**src/rtl/tug_of_war_ctrl.sv**
```systemverilog
// Tug-of-war round controller: idle -> countdown -> play -> win, paced by the
// divider's one-clk slow tick; rope position moves on rising button edges.
module tug_of_war_ctrl #(
    parameter int POS_MAX   = 10,
    parameter int CD_TICKS  = 3,
    parameter int WIN_TICKS = 8,
    parameter int PW        = 4,
    parameter int TW        = 4
) (
    input  logic          clk,
    input  logic          rst,
    input  logic          tick,
    input  logic          start,
    input  logic          btn_l,
    input  logic          btn_r,
    output logic [PW-1:0] pos,
    output logic [1:0]    phase,
    output logic          win_l,
    output logic          win_r,
    output logic          foul,
    output logic          tone_req
);

    typedef enum logic [1:0] {
        ST_IDLE = 2'd0,
        ST_CD   = 2'd1,
        ST_PLAY = 2'd2,
        ST_WIN  = 2'd3
    } state_t;

    localparam logic [PW-1:0] POS_TOP  = PW'(POS_MAX);
    localparam logic [PW-1:0] POS_MID  = PW'(POS_MAX / 2);
    localparam logic [PW-1:0] POS_ZERO = {PW{1'b0}};
    localparam logic [PW-1:0] POS_ONE  = PW'(1);
    localparam logic [TW-1:0] CNT_CD   = TW'(CD_TICKS);
    localparam logic [TW-1:0] CNT_WIN  = TW'(WIN_TICKS);
    localparam logic [TW-1:0] CNT_ZERO = {TW{1'b0}};
    localparam logic [TW-1:0] CNT_ONE  = TW'(1);

    state_t        state_r, state_nxt_s;
    logic [TW-1:0] cnt_r, cnt_nxt_s;
    logic [PW-1:0] pos_r, pos_nxt_s, mv_pos_s;
    logic          win_l_r, win_l_nxt_s, win_r_r, win_r_nxt_s;
    logic          foul_r, foul_nxt_s, tone_r, tone_nxt_s;
    logic          prev_start_r, prev_l_r, prev_r_r;
    logic          rise_start_s, rise_l_s, rise_r_s, last_tick_s;

    // Previous values reset high so a level already high at reset release is not an edge.
    assign rise_start_s = start & ~prev_start_r;
    assign rise_l_s     = btn_l & ~prev_l_r;
    assign rise_r_s     = btn_r & ~prev_r_r;
    assign last_tick_s  = tick && (cnt_r == CNT_ONE);

    // Candidate rope position after a single-sided press, clamped to the rope ends.
    always_comb begin
        mv_pos_s = pos_r;
        if (rise_l_s && !rise_r_s && (pos_r != POS_ZERO)) begin
            mv_pos_s = pos_r - POS_ONE;
        end else if (rise_r_s && !rise_l_s && (pos_r != POS_TOP)) begin
            mv_pos_s = pos_r + POS_ONE;
        end else begin
            mv_pos_s = pos_r;
        end
    end

    // State, counter, output and edge-detect registers.
    always_ff @(posedge clk) begin
        if (rst) begin
            state_r      <= ST_IDLE;
            cnt_r        <= CNT_ZERO;
            pos_r        <= POS_MID;
            win_l_r      <= 1'b0;
            win_r_r      <= 1'b0;
            foul_r       <= 1'b0;
            tone_r       <= 1'b0;
            prev_start_r <= 1'b1;
            prev_l_r     <= 1'b1;
            prev_r_r     <= 1'b1;
        end else begin
            state_r      <= state_nxt_s;
            cnt_r        <= cnt_nxt_s;
            pos_r        <= pos_nxt_s;
            win_l_r      <= win_l_nxt_s;
            win_r_r      <= win_r_nxt_s;
            foul_r       <= foul_nxt_s;
            tone_r       <= tone_nxt_s;
            prev_start_r <= start;
            prev_l_r     <= btn_l;
            prev_r_r     <= btn_r;
        end
    end

    // Next phase and tick counter; a foul outranks a countdown tick.
    always_comb begin
        state_nxt_s = state_r;
        cnt_nxt_s   = cnt_r;
        case (state_r)
            ST_IDLE: begin
                if (rise_start_s) begin
                    state_nxt_s = ST_CD;
                    cnt_nxt_s   = CNT_CD;
                end else begin
                    cnt_nxt_s = CNT_ZERO;
                end
            end
            ST_CD: begin
                if (rise_l_s && rise_r_s) begin
                    state_nxt_s = ST_IDLE;
                    cnt_nxt_s   = CNT_ZERO;
                end else if (rise_l_s || rise_r_s) begin
                    state_nxt_s = ST_WIN;
                    cnt_nxt_s   = CNT_WIN;
                end else if (last_tick_s) begin
                    state_nxt_s = ST_PLAY;
                    cnt_nxt_s   = CNT_ZERO;
                end else if (tick) begin
                    cnt_nxt_s = cnt_r - CNT_ONE;
                end else begin
                    cnt_nxt_s = cnt_r;
                end
            end
            ST_PLAY: begin
                if ((mv_pos_s != pos_r) && ((mv_pos_s == POS_ZERO) || (mv_pos_s == POS_TOP))) begin
                    state_nxt_s = ST_WIN;
                    cnt_nxt_s   = CNT_WIN;
                end else begin
                    cnt_nxt_s = CNT_ZERO;
                end
            end
            ST_WIN: begin
                if (last_tick_s) begin
                    state_nxt_s = ST_IDLE;
                    cnt_nxt_s   = CNT_ZERO;
                end else if (tick) begin
                    cnt_nxt_s = cnt_r - CNT_ONE;
                end else begin
                    cnt_nxt_s = cnt_r;
                end
            end
            default: begin
                state_nxt_s = ST_IDLE;
                cnt_nxt_s   = CNT_ZERO;
            end
        endcase
    end

    // Next values of the registered outputs.
    always_comb begin
        pos_nxt_s   = pos_r;
        win_l_nxt_s = win_l_r;
        win_r_nxt_s = win_r_r;
        foul_nxt_s  = foul_r;
        tone_nxt_s  = 1'b0;
        case (state_r)
            ST_IDLE: begin
                pos_nxt_s   = POS_MID;
                win_l_nxt_s = 1'b0;
                win_r_nxt_s = 1'b0;
                foul_nxt_s  = 1'b0;
            end
            ST_CD: begin
                if (rise_l_s && rise_r_s) begin
                    foul_nxt_s = 1'b1;
                end else if (rise_l_s) begin
                    win_r_nxt_s = 1'b1;
                    foul_nxt_s  = 1'b1;
                    tone_nxt_s  = 1'b1;
                end else if (rise_r_s) begin
                    win_l_nxt_s = 1'b1;
                    foul_nxt_s  = 1'b1;
                    tone_nxt_s  = 1'b1;
                end else begin
                    tone_nxt_s = 1'b0;
                end
            end
            ST_PLAY: begin
                pos_nxt_s   = mv_pos_s;
                tone_nxt_s  = (mv_pos_s != pos_r);
                win_l_nxt_s = (mv_pos_s == POS_ZERO);
                win_r_nxt_s = (mv_pos_s == POS_TOP);
            end
            ST_WIN: begin
                if (last_tick_s) begin
                    pos_nxt_s   = POS_MID;
                    win_l_nxt_s = 1'b0;
                    win_r_nxt_s = 1'b0;
                    foul_nxt_s  = 1'b0;
                    tone_nxt_s  = 1'b0;
                end else begin
                    tone_nxt_s = 1'b1;
                end
            end
            default: begin
                pos_nxt_s = POS_MID;
            end
        endcase
    end

    assign pos      = pos_r;
    assign phase    = state_r;
    assign win_l    = win_l_r;
    assign win_r    = win_r_r;
    assign foul     = foul_r;
    assign tone_req = tone_r;

endmodule

```
**config.mk**
```make
export PLATFORM = sky130hd
export DESIGN_NAME = tug_of_war_ctrl
export DESIGN_NICKNAME = d
export VERILOG_FILES = /design/src/rtl/tug_of_war_ctrl.sv
export SDC_FILE = /design/constraint.sdc
export NUM_CORES = 1
export LEC_CHECK = 0
export ABC_AREA = 1
export ABC_CLOCK_PERIOD_IN_PS = 1890
export BUFFER_PORTS_ARGS = -buffer_cell sky130_fd_sc_hd__buf_2
export CAP_MARGIN = 20
export CORE_ASPECT_RATIO = 1.75
export CORE_MARGIN = 3
export CORE_UTILIZATION = 54
export CTS_BUF_LIST = sky130_fd_sc_hd__clkbuf_8
export DETAILED_ROUTE_END_ITERATION = 12
export PLACE_DENSITY = 0.78
export SLEW_MARGIN = 20
export SYNTH_ARGS = -nofsm -noshare
export SYNTH_HDL_FRONTEND = slang
export SYNTH_SLANG_ARGS = --single-unit
```
**constraint.sdc**
```tcl
create_clock -name clk -period 1.89 [get_ports clk]
set_input_delay 0.2835 -clock clk [delete_from_list [all_inputs] [get_ports clk]]
set_output_delay 0.2835 -clock clk [all_outputs]
set_load 0.03 [all_outputs]
```
### Yosys cells after proc, flatten, opt, wreduce, memory -nomap -nowiden

Cells that the tools add are included.

* bits in registers: 17
* input port bits: 6
* word-level logic and storage cells: 90

* $add $sub $neg: 3
* equal/unequal tests: 16
* mux-type cells: 34
* bitwise operators: 6
* reductions and logical operators: 21

Operator list (count)
* $mux 4: 8
* $pmux 4 s4: 1
* $mux 2: 7
* $ne 2x2->1 const B: 7
* $mux 1: 12
* $ne 4x4->1 const B: 3
* $pmux 4 s3: 1
* $pmux 1 s4: 2
* $pmux 2 s4: 1
* $reduce_and 4->1: 2
* $sub 4x1->4 const B: 2
* $logic_and 1x1->1: 7
* $pmux 1 s3: 2
* $reduce_and 3->1: 2
* $reduce_bool 3->1: 2
* $add 4x1->4 const B: 1
* $eq 2x2->1 const B: 2
* $eq 4x1->1 const B: 1
* $eq 4x4->1 const B: 1
* $logic_not 4->1: 1
* $ne 4x4->1: 1
* $reduce_bool 4->1: 1
* $and 1x1->1: 3
* $not 1->1: 3
* 5 further kinds: 7

### Logic depth before layout (Yosys ltp)

Gate-level depths: netlist of run 1.

* depth in word-level cells: 12
* mapped depth: 17
* mapped depth without buffers: 17

### Worst setup path before layout of run 1

OpenSTA, ideal clock, no wires.

* path kind: flip-flop to flip-flop
* start: register pos_r[0] (netlist: pos[0])
* end: register with a tool-made name
* setup time: 110 ps
* arrival: 1931 ps
* data required time: 1780 ps
* slack: -151 ps
* stages on the path, launching flop included: 15
* path buffers: 0
* period minus slack after synthesis: 2041 ps
* cell sequence: dfxtp_1 > inv_1 > ha_1 > nand3_4 > nand2_4 > nand2_1 > nand2_1 > a21oi_2 > nand3_1 > nand2_1 > nand2_2 > nand2_4 > nand4_1 > nand2_1 > nor2_2

RTL lines
* start, declared: RTL line 42 `logic [PW-1:0] pos_r, pos_nxt_s, mv_pos_s;`
* start signal, assigned: RTL line 82 `pos_r <= pos_nxt_s;`

==> results of run 1 <==
## synth_stat cells, drive strengths merged
library cell,n,area share [%]
a211oi,1,0.57
a21oi,12,4.9
a311oi,1,0.67
a31oi,1,0.48
buf,1,0.86
clkinv,1,0.29
dfxtp,17,26
ha,15,14
inv,30,8.6
nand2,59,19
nand3,19,9.0
nand4,4,1.9
nor2,17,5.1
nor3,1,0.38
o211ai,3,1.7
o21ai,8,3.1
o22ai,1,0.48
or2,1,0.48
xor2,3,2.0
## layout by cell type (no fill, tap or decap), types with 4 or more instances in the layout
cell type,instances
dfxtp_1,15
ha_1,10
nand2_2,10
nand4_1,4
buf_2,15
a21oi_1,11
nand3_1,13
nand2_1,46
o21ai_0,7
buf_4,17
inv_1,25
nand3_2,5
nor2_1,11
nor2_2,6
ha_4,4
## power breakdown
group / total (mW) / switching [mW] / internal, mW
Combinational: 0.753 / 0.472 / 0.281
Clock: 0.278 / 0.129 / 0.148
Sequential: 0.469 / 0.0552 / 0.413
## per-layer routing
metal / up-vias / part of all wire, %
met5: - / 0
met2: 32 / 60
met3: 17 / 2.1
li1: 697 / -
met4: 0 / 3.8
met1: 640 / 34
## tightest hold or removal path: stages
cell and delay, ns:
buf_2 0.07, inv_1 0.04, nand2_1 0.04
## sequential cells by signal, summed over array words and instances (netlist names), named ones only
signal and count:
win_l 1, win_r 1, foul 1, tone_req 1
cnt_r 4, prev_r_r 1, pos 4, prev_l_r 1
prev_start_r 1, phase 1
## worst max-delay path by stage
stage / to / slack, ns / depth (start not counted)
finish: flip-flop / 0.03 / 15
global route: flip-flop / -0.1 / 16
CTS: flip-flop / 0.002 / 16
detailed placement: flip-flop / -0.12 / 18
global placement: flip-flop / -0.04 / 17
floorplan: flip-flop / 0.02 / 12
## cells by family after synthesis
| family | Yosys count |
|---|---|
| buffers and inverters | 32 |
| adder cells (fa/ha/maj) | 15 |
| AO/OA/AOI/OAI | 27 |
| AND/OR/NAND/NOR | 101 |
| XOR/XNOR | 3 |
| flip-flops | 17 |
## timing repair
item                                    4_1_cts  5_1_grt
endpoints found under the setup margin        1        6
buffers inserted                              0        5
gates resized for setup                       3       31
pin swaps                                     0       10
## cell type report
class                           count  area (um2)  share of cell area (%)
Inverter                           31         121                    7.06
Sequential cell                    17         345                    20.1
Multi-Input combinational cell    146         946                    55.1
Clock inverter                      1        7.51                   0.437
Tap cell                           25        31.3                    1.82
Timing Repair Buffer               34         225                    13.1
Clock buffer                        3        41.3                    2.40
## per-stage QoR
step / power, mW / hold WS (ns) / setup TNS [ns] / setup WS (ns)
after floorplan: 0.936 / 0.345 / 0 / 0.0178
after global placement: 1.13 / 0.463 / -0.0807 / -0.0357
after detailed placement: 1.16 / 0.472 / -0.288 / -0.120
after CTS: 1.44 / 0.201 / 0 / 0.00215
after global routing: 1.62 / 0.223 / -0.196 / -0.0990
final: 1.50 / 0.203 / 0 / 0.0345
==> implementation parameters, run 1 <==
Parameter                              Value

Place
  Final weighted congestion in routability-driven placement ... about 0.94
  Placed instance area ... ~1500 um2
  Number of placed cells counting well taps ... approximately 250
  Post-DP HPWL ... 2720 um
  PortBufs ... 15

Floorplan
  Count of pins on the block boundary ... 16
  Die ar. ... 3070 um2
  Site Rows ... 23
  Starting density of the core ... 56.7%
  Die Y ... 71.1 um
  Placeable Area ... 2300 um2
  Die Span X ... 43.2 um

Critical path
  CP Data Required Time ... 2.09 ns
  Cell family with most CP delay ... simple AND/OR/NAND/NOR gates
  Endpoint type of the worst setup path ... flip-flop
  Reg-to-Reg Start ... pos[0]
  Crit Path Category ... reg -> reg
  Data arrival, critical path ... 2.05 ns
  Maximum cell stage delay along the critical path ... about 0.36 ns
  First element of the critical path ... pos[0]
  Crit start category ... flip-flop
  Cells along the critical path ... inv_4, ha_4, nand3_4, nand2_4, nand2_1, nand2_1, a21oi_4, nand3_2, nand2_2, nand2_2, nand2_4, nand3_2, nand2_1, inv_1, nor2_2
  Combined buffer and inverter count along the critical path ... 2
  Slack of the worst reg-to-reg path ... roughly 0.035 ns
  Crit path top cell by count ... nand2_1
  R2R depth ... 15
  Master of the slowest instance on the critical path ... dfxtp_2
  Maximum fanout encountered on the critical timing path ... 8

Finish
  Post-Layout Inst Area ... 1720 um2
  Final Non-Filler Cells ... 257
  Antenna diode instance count ... 0
  Share of final-layout standard cells stronger than drive strength 1 ... 32.8%
  Layout area overhead ... 31.5%
  Fill cell count ... 181
  Utilization after layout ... 74.6%
  Final nets ... 254

Detailed routing
  Total wirelength of the detailed-routed design ... 3510 um
  Vias/cell ... 5.39
  Wirelength per Cell ... 13.7 um
  Total vias in the final route ... 1386
  DRT iter0 DRCs ... 30
  Detail Route Antenna Nets ... 0
  Number of remaining DRC errors ... 0
  Detailed-routing iteration count for the pre-antenna-repair pass ... 4

Min path
  Launch instance of the worst min-delay path ... start
  Worst min-delay path class ... in -> reg
  Hold worst-path end ... prev_start_r
  Number of stages on the worst hold path ... 3

Synth
  Number of synthesized register bits ... 17
  Net Count, Synth ... 216
  Simple-gate share of the synthesized area ... 35.9%
  Count of cell types in the netlist ... 26
  Cell area after synthesis ... 1310 um2
  Xor and xnor fraction of the mapped netlist area ... approximately 2%
  Warnings from Yosys ... 0
  Post-synthesis instance total ... between 150 and 200
  Main combinational cell family by area after synthesis ... simple AND/OR/NAND/NOR gates
  Share of the synthesized area in compound gates (AO/OA/AOI/OAI) ... 11.9%
  Adder and majority gate portion of the synthesized area ... 14.4%
  Sequential area share after synthesis ... a little over a quarter
  Multiplexer share of the synthesized area ... 0%
  Synthesized area per cell ... approximately 6.7 um2

Clock tree
  Latest clock arrival within the worst-skew pair ... 0.26 ns
  Clk slew on worst S/H paths ... 0.07 ns
  Post-CTS Hold Fix Bufs ... 0
  Clock tree from TritonCTS ... done
  Number of buffers between clock root and the deepest sink ... 2
  CTS HTree Levels ... 1
  CTS Buf Count ... 3
  Clk Tree Root Cell ... clkbuf_8
  CTS sink count ... 17

Power
  Worst supply voltage drop on vdd ... 793 uV
  Static leakage ... 0.820 nW
  Power density over cell area ... 873 nW/um2

Timing
  Clock period minus final worst setup slack ... 1.86 ns
  Post-route clock period utilization ... 98.2%
  Total count of hold-check failures in the final report ... 0
  Fmax ... 539 MHz
  Final slew viol count ... 0
  Actual transition at the worst max-transition pin ... 0.345 ns
  Worst Clk Skew ... 0.00572 ns
  Worst relative slew slack ... 77.0%
  Setup repair after global routing missed its margin ... yes
  Final-report setup violation count ... 0

Global routing
  Antenna violations before repair ... 0
  Met2 global-route usage ... 47.6%
  Pin count of the biggest net entering global routing ... 12
  Vias in the first global route ... 1390
  Most congested layer reported by global routing ... met2
  GR Util All Layers ... between 20% and 30%
  Fraction of met3 tracks used by global routing ... roughly 2.3%
  Sum of overflow across all layers after global routing ... 0
  Met1 demand-to-capacity share in global routing ... approximately a fifth
  Wire length of the first global-routing pass ... between 5000 and 6000 um

Job
  Max-cap violations ... 0

Outcome
  Result of the run ... finished clean
No activity file was read; power rests on OpenSTA's default activity.
==> run 2: changes to the inputs <==
- MAX_ROUTING_LAYER: unset -> met4
- REMOVE_ABC_BUFFERS: unset -> 1
==> implementation parameters, run 2 (synthesis results as in run 1) <==
Parameter                              Value

Outcome
  Result of the run ... finished clean

Critical path
  First element of the critical path ... pos[1]
  Crit Path Category ... reg -> reg
  Maximum cell stage delay along the critical path ... 0.38 ns
  Cells along the critical path ... inv_4, ha_4, nand3_2, nand2_4, nand2_2, nand2_1, nand2_2, nor2_1, nand3_1, nand2_1, nand2_2, nand2_4, nand4_1, nand2_1, nor2_2
  CP Data Required Time ... 2.04 ns
  Data arrival, critical path ... ~2.0 ns
  Combined buffer and inverter count along the critical path ... 1
  Master of the slowest instance on the critical path ... dfxtp_4
  Maximum fanout encountered on the critical timing path ... 8
  Cell family with most CP delay ... simple AND/OR/NAND/NOR gates
  Crit start category ... flip-flop
  Endpoint type of the worst setup path ... flip-flop
  Reg-to-Reg Start ... pos[1]

Power
  Power Internal ... 0.857 mW
  Switching Power ... about 0.66 mW
  Switching part of the total ... 43.7%
  Static leakage ... 0.842 nW
  Power density over cell area ... slightly below 900 nW/um2
  Clk pwr share ... 18.2%
  Worst supply voltage drop on vdd ... 720 uV
  Sequential group share of total power ... 30.0%
  Combinational Power Share ... 51.8%

Floorplan
  Starting density of the core ... 56.7%
  Placeable Area ... 2300 um2
  Die ar. ... 3070 um2
  Site Rows ... 23
  Count of pins on the block boundary ... 16
  Die Span X ... 43.2 um
  Die Y ... 71.1 um

Clock tree
  Clock tree from TritonCTS ... done
  Clk Tree Root Cell ... clkbuf_8
  CTS sink count ... 17
  Number of buffers between clock root and the deepest sink ... 2
  Clk slew on worst S/H paths ... 0.07 ns
  Latest clock arrival within the worst-skew pair ... approximately 0.26 ns
  CTS Buf Count ... 3
  CTS HTree Levels ... 1

Timing
  Final-report setup violation count ... 0
  Worst slack on hold paths ... between 0.2 and 0.25 ns
  Worst relative slew slack ... 79.7%
  Final slew viol count ... 0
  Post-route clock period utilization ... 96.3%
  Setup repair after global routing missed its margin ... yes
  Actual transition at the worst max-transition pin ... 0.303 ns
  Worst Clk Skew ... 0.00555 ns
  Fmax ... roughly 550 MHz
  Clock period minus final worst setup slack ... 1.82 ns
  Total count of hold-check failures in the final report ... 0

Place
  Number of placed cells counting well taps ... 252
  Post-DP HPWL ... 2640 um
  PortBufs ... 15
  Final weighted congestion in routability-driven placement ... 0.951
  Placed instance area ... about 1500 um2

Finish
  Multi-input logic area ... 916 um2
  Utilization after layout ... around three quarters
  Most frequent standard cell in the layout excluding fill and tap cells ... nand2_1
  Share of final-layout standard cells stronger than drive strength 1 ... 31.8%
  Post-Layout Inst Area ... 1720 um2
  Final nets ... 258
  Antenna diode instance count ... 0
  Layout area overhead ... 31.5%
  Final Non-Filler Cells ... 261
  Highest-count cells in the layout ignoring fill and taps ... nand2_1 (52), inv_1 (23), buf_4 (21), nand3_1 (15), buf_2 (15)
  Sequential cell area ... 348 um2
  Fill cell count ... ~200

Global routing
  GR Util All Layers ... about a quarter
  Antenna violations before repair ... 0
  Pin count of the biggest net entering global routing ... 11
  Sum of overflow across all layers after global routing ... 0
  Wire length of the first global-routing pass ... between 5000 and 6000 um
  Vias in the first global route ... 1424

Detailed routing
  Total vias in the final route ... 1434
  Number of remaining DRC errors ... 0
  DRT iter0 DRCs ... 70
  Total wirelength of the detailed-routed design ... 3530 um
  Detailed-routing iteration count for the pre-antenna-repair pass ... 4
  Wirelength per Cell ... ~14 um
  Vias/cell ... 5.49
  Detail Route Antenna Nets ... 0

Job
  Max-cap violations ... 0

Min path
  Worst min-delay path class ... in -> reg
  Launch instance of the worst min-delay path ... start
==> run 2: area by class of cell <==
cell class / instances / area share, %
Inverter: 31 / 7.06
Timing Repair Buffer: 38 / 14.9
Clock inverter: 1 / 0.291
Tap cell: 25 / 1.82
Multi-Input combinational cell: 146 / 53.3
Clock buffer: 3 / 2.40
Sequential cell: 17 / 20.2
==> run 2: metal layers <==
metal  wire (um)  part of all wire [%]  vias to the layer above  global-route usage, %
li1            -                     -                      706                      -
met1        1210                    34                      662                   22.1
met2        2060                    58                       50                   45.8
met3         132                   3.7                       16                   2.04
met4         126                   3.6                        0                   13.1
met5           0                     0                        -                      -
==> run 2: path summary, 6_finish.rpt <==
| path | end | cells after the start | slack, ns |
|---|---|---|---|
| worst max-delay path | flip-flop | 15 | 0.07 |
| worst min-delay path | prev_start_r | 3 | 0.20 |
| worst max register to register | flip-flop | 15 | 0.07 |
| worst min register to register | win_r | 2 | 0.54 |
==> run 2: repair_timing <==
| action | CTS | global route |
|---|---|---|
| setup endpoints to repair | 2 | 8 |
| buffers inserted | 0 | 5 |
| hold buffers | 0 | 0 |
| gates cloned | 0 | 0 |
| pin swaps | 0 | 12 |
| resized for setup | 2 | 28 |
| endpoints found under the hold margin | 0 | 0 |
==> run 2: worst min-delay path, delay by kind of cell <==
kind	cells	cell delay, ns
buffers and inverters	2	0.10
AND/OR/NAND/NOR	1	0.04
==> run 2: per-stage QoR <==
stage / setup WS (ns) / power [mW] / TNS, ns
floorplan: -0.157 / 0.934 / -0.354
global placement: -0.0255 / 1.14 / -0.0572
detailed placement: -0.109 / 1.17 / -0.322
CTS: 0.0216 / 1.45 / 0
global route: -0.0738 / 1.63 / -0.186
finish: 0.0694 / 1.52 / 0
==> run 2: power by group through the flow <==
stage	Combinational [mW]	Clock [mW]	Sequential [mW]
6_report	0.788	0.276	0.457
5_1_grt	0.873	0.291	0.462
4_1_cts	0.720	0.276	0.451
3_5_place_dp	0.713	0	0.459
3_3_place_gp	0.689	0	0.456
2_1_floorplan	0.392	0	0.542
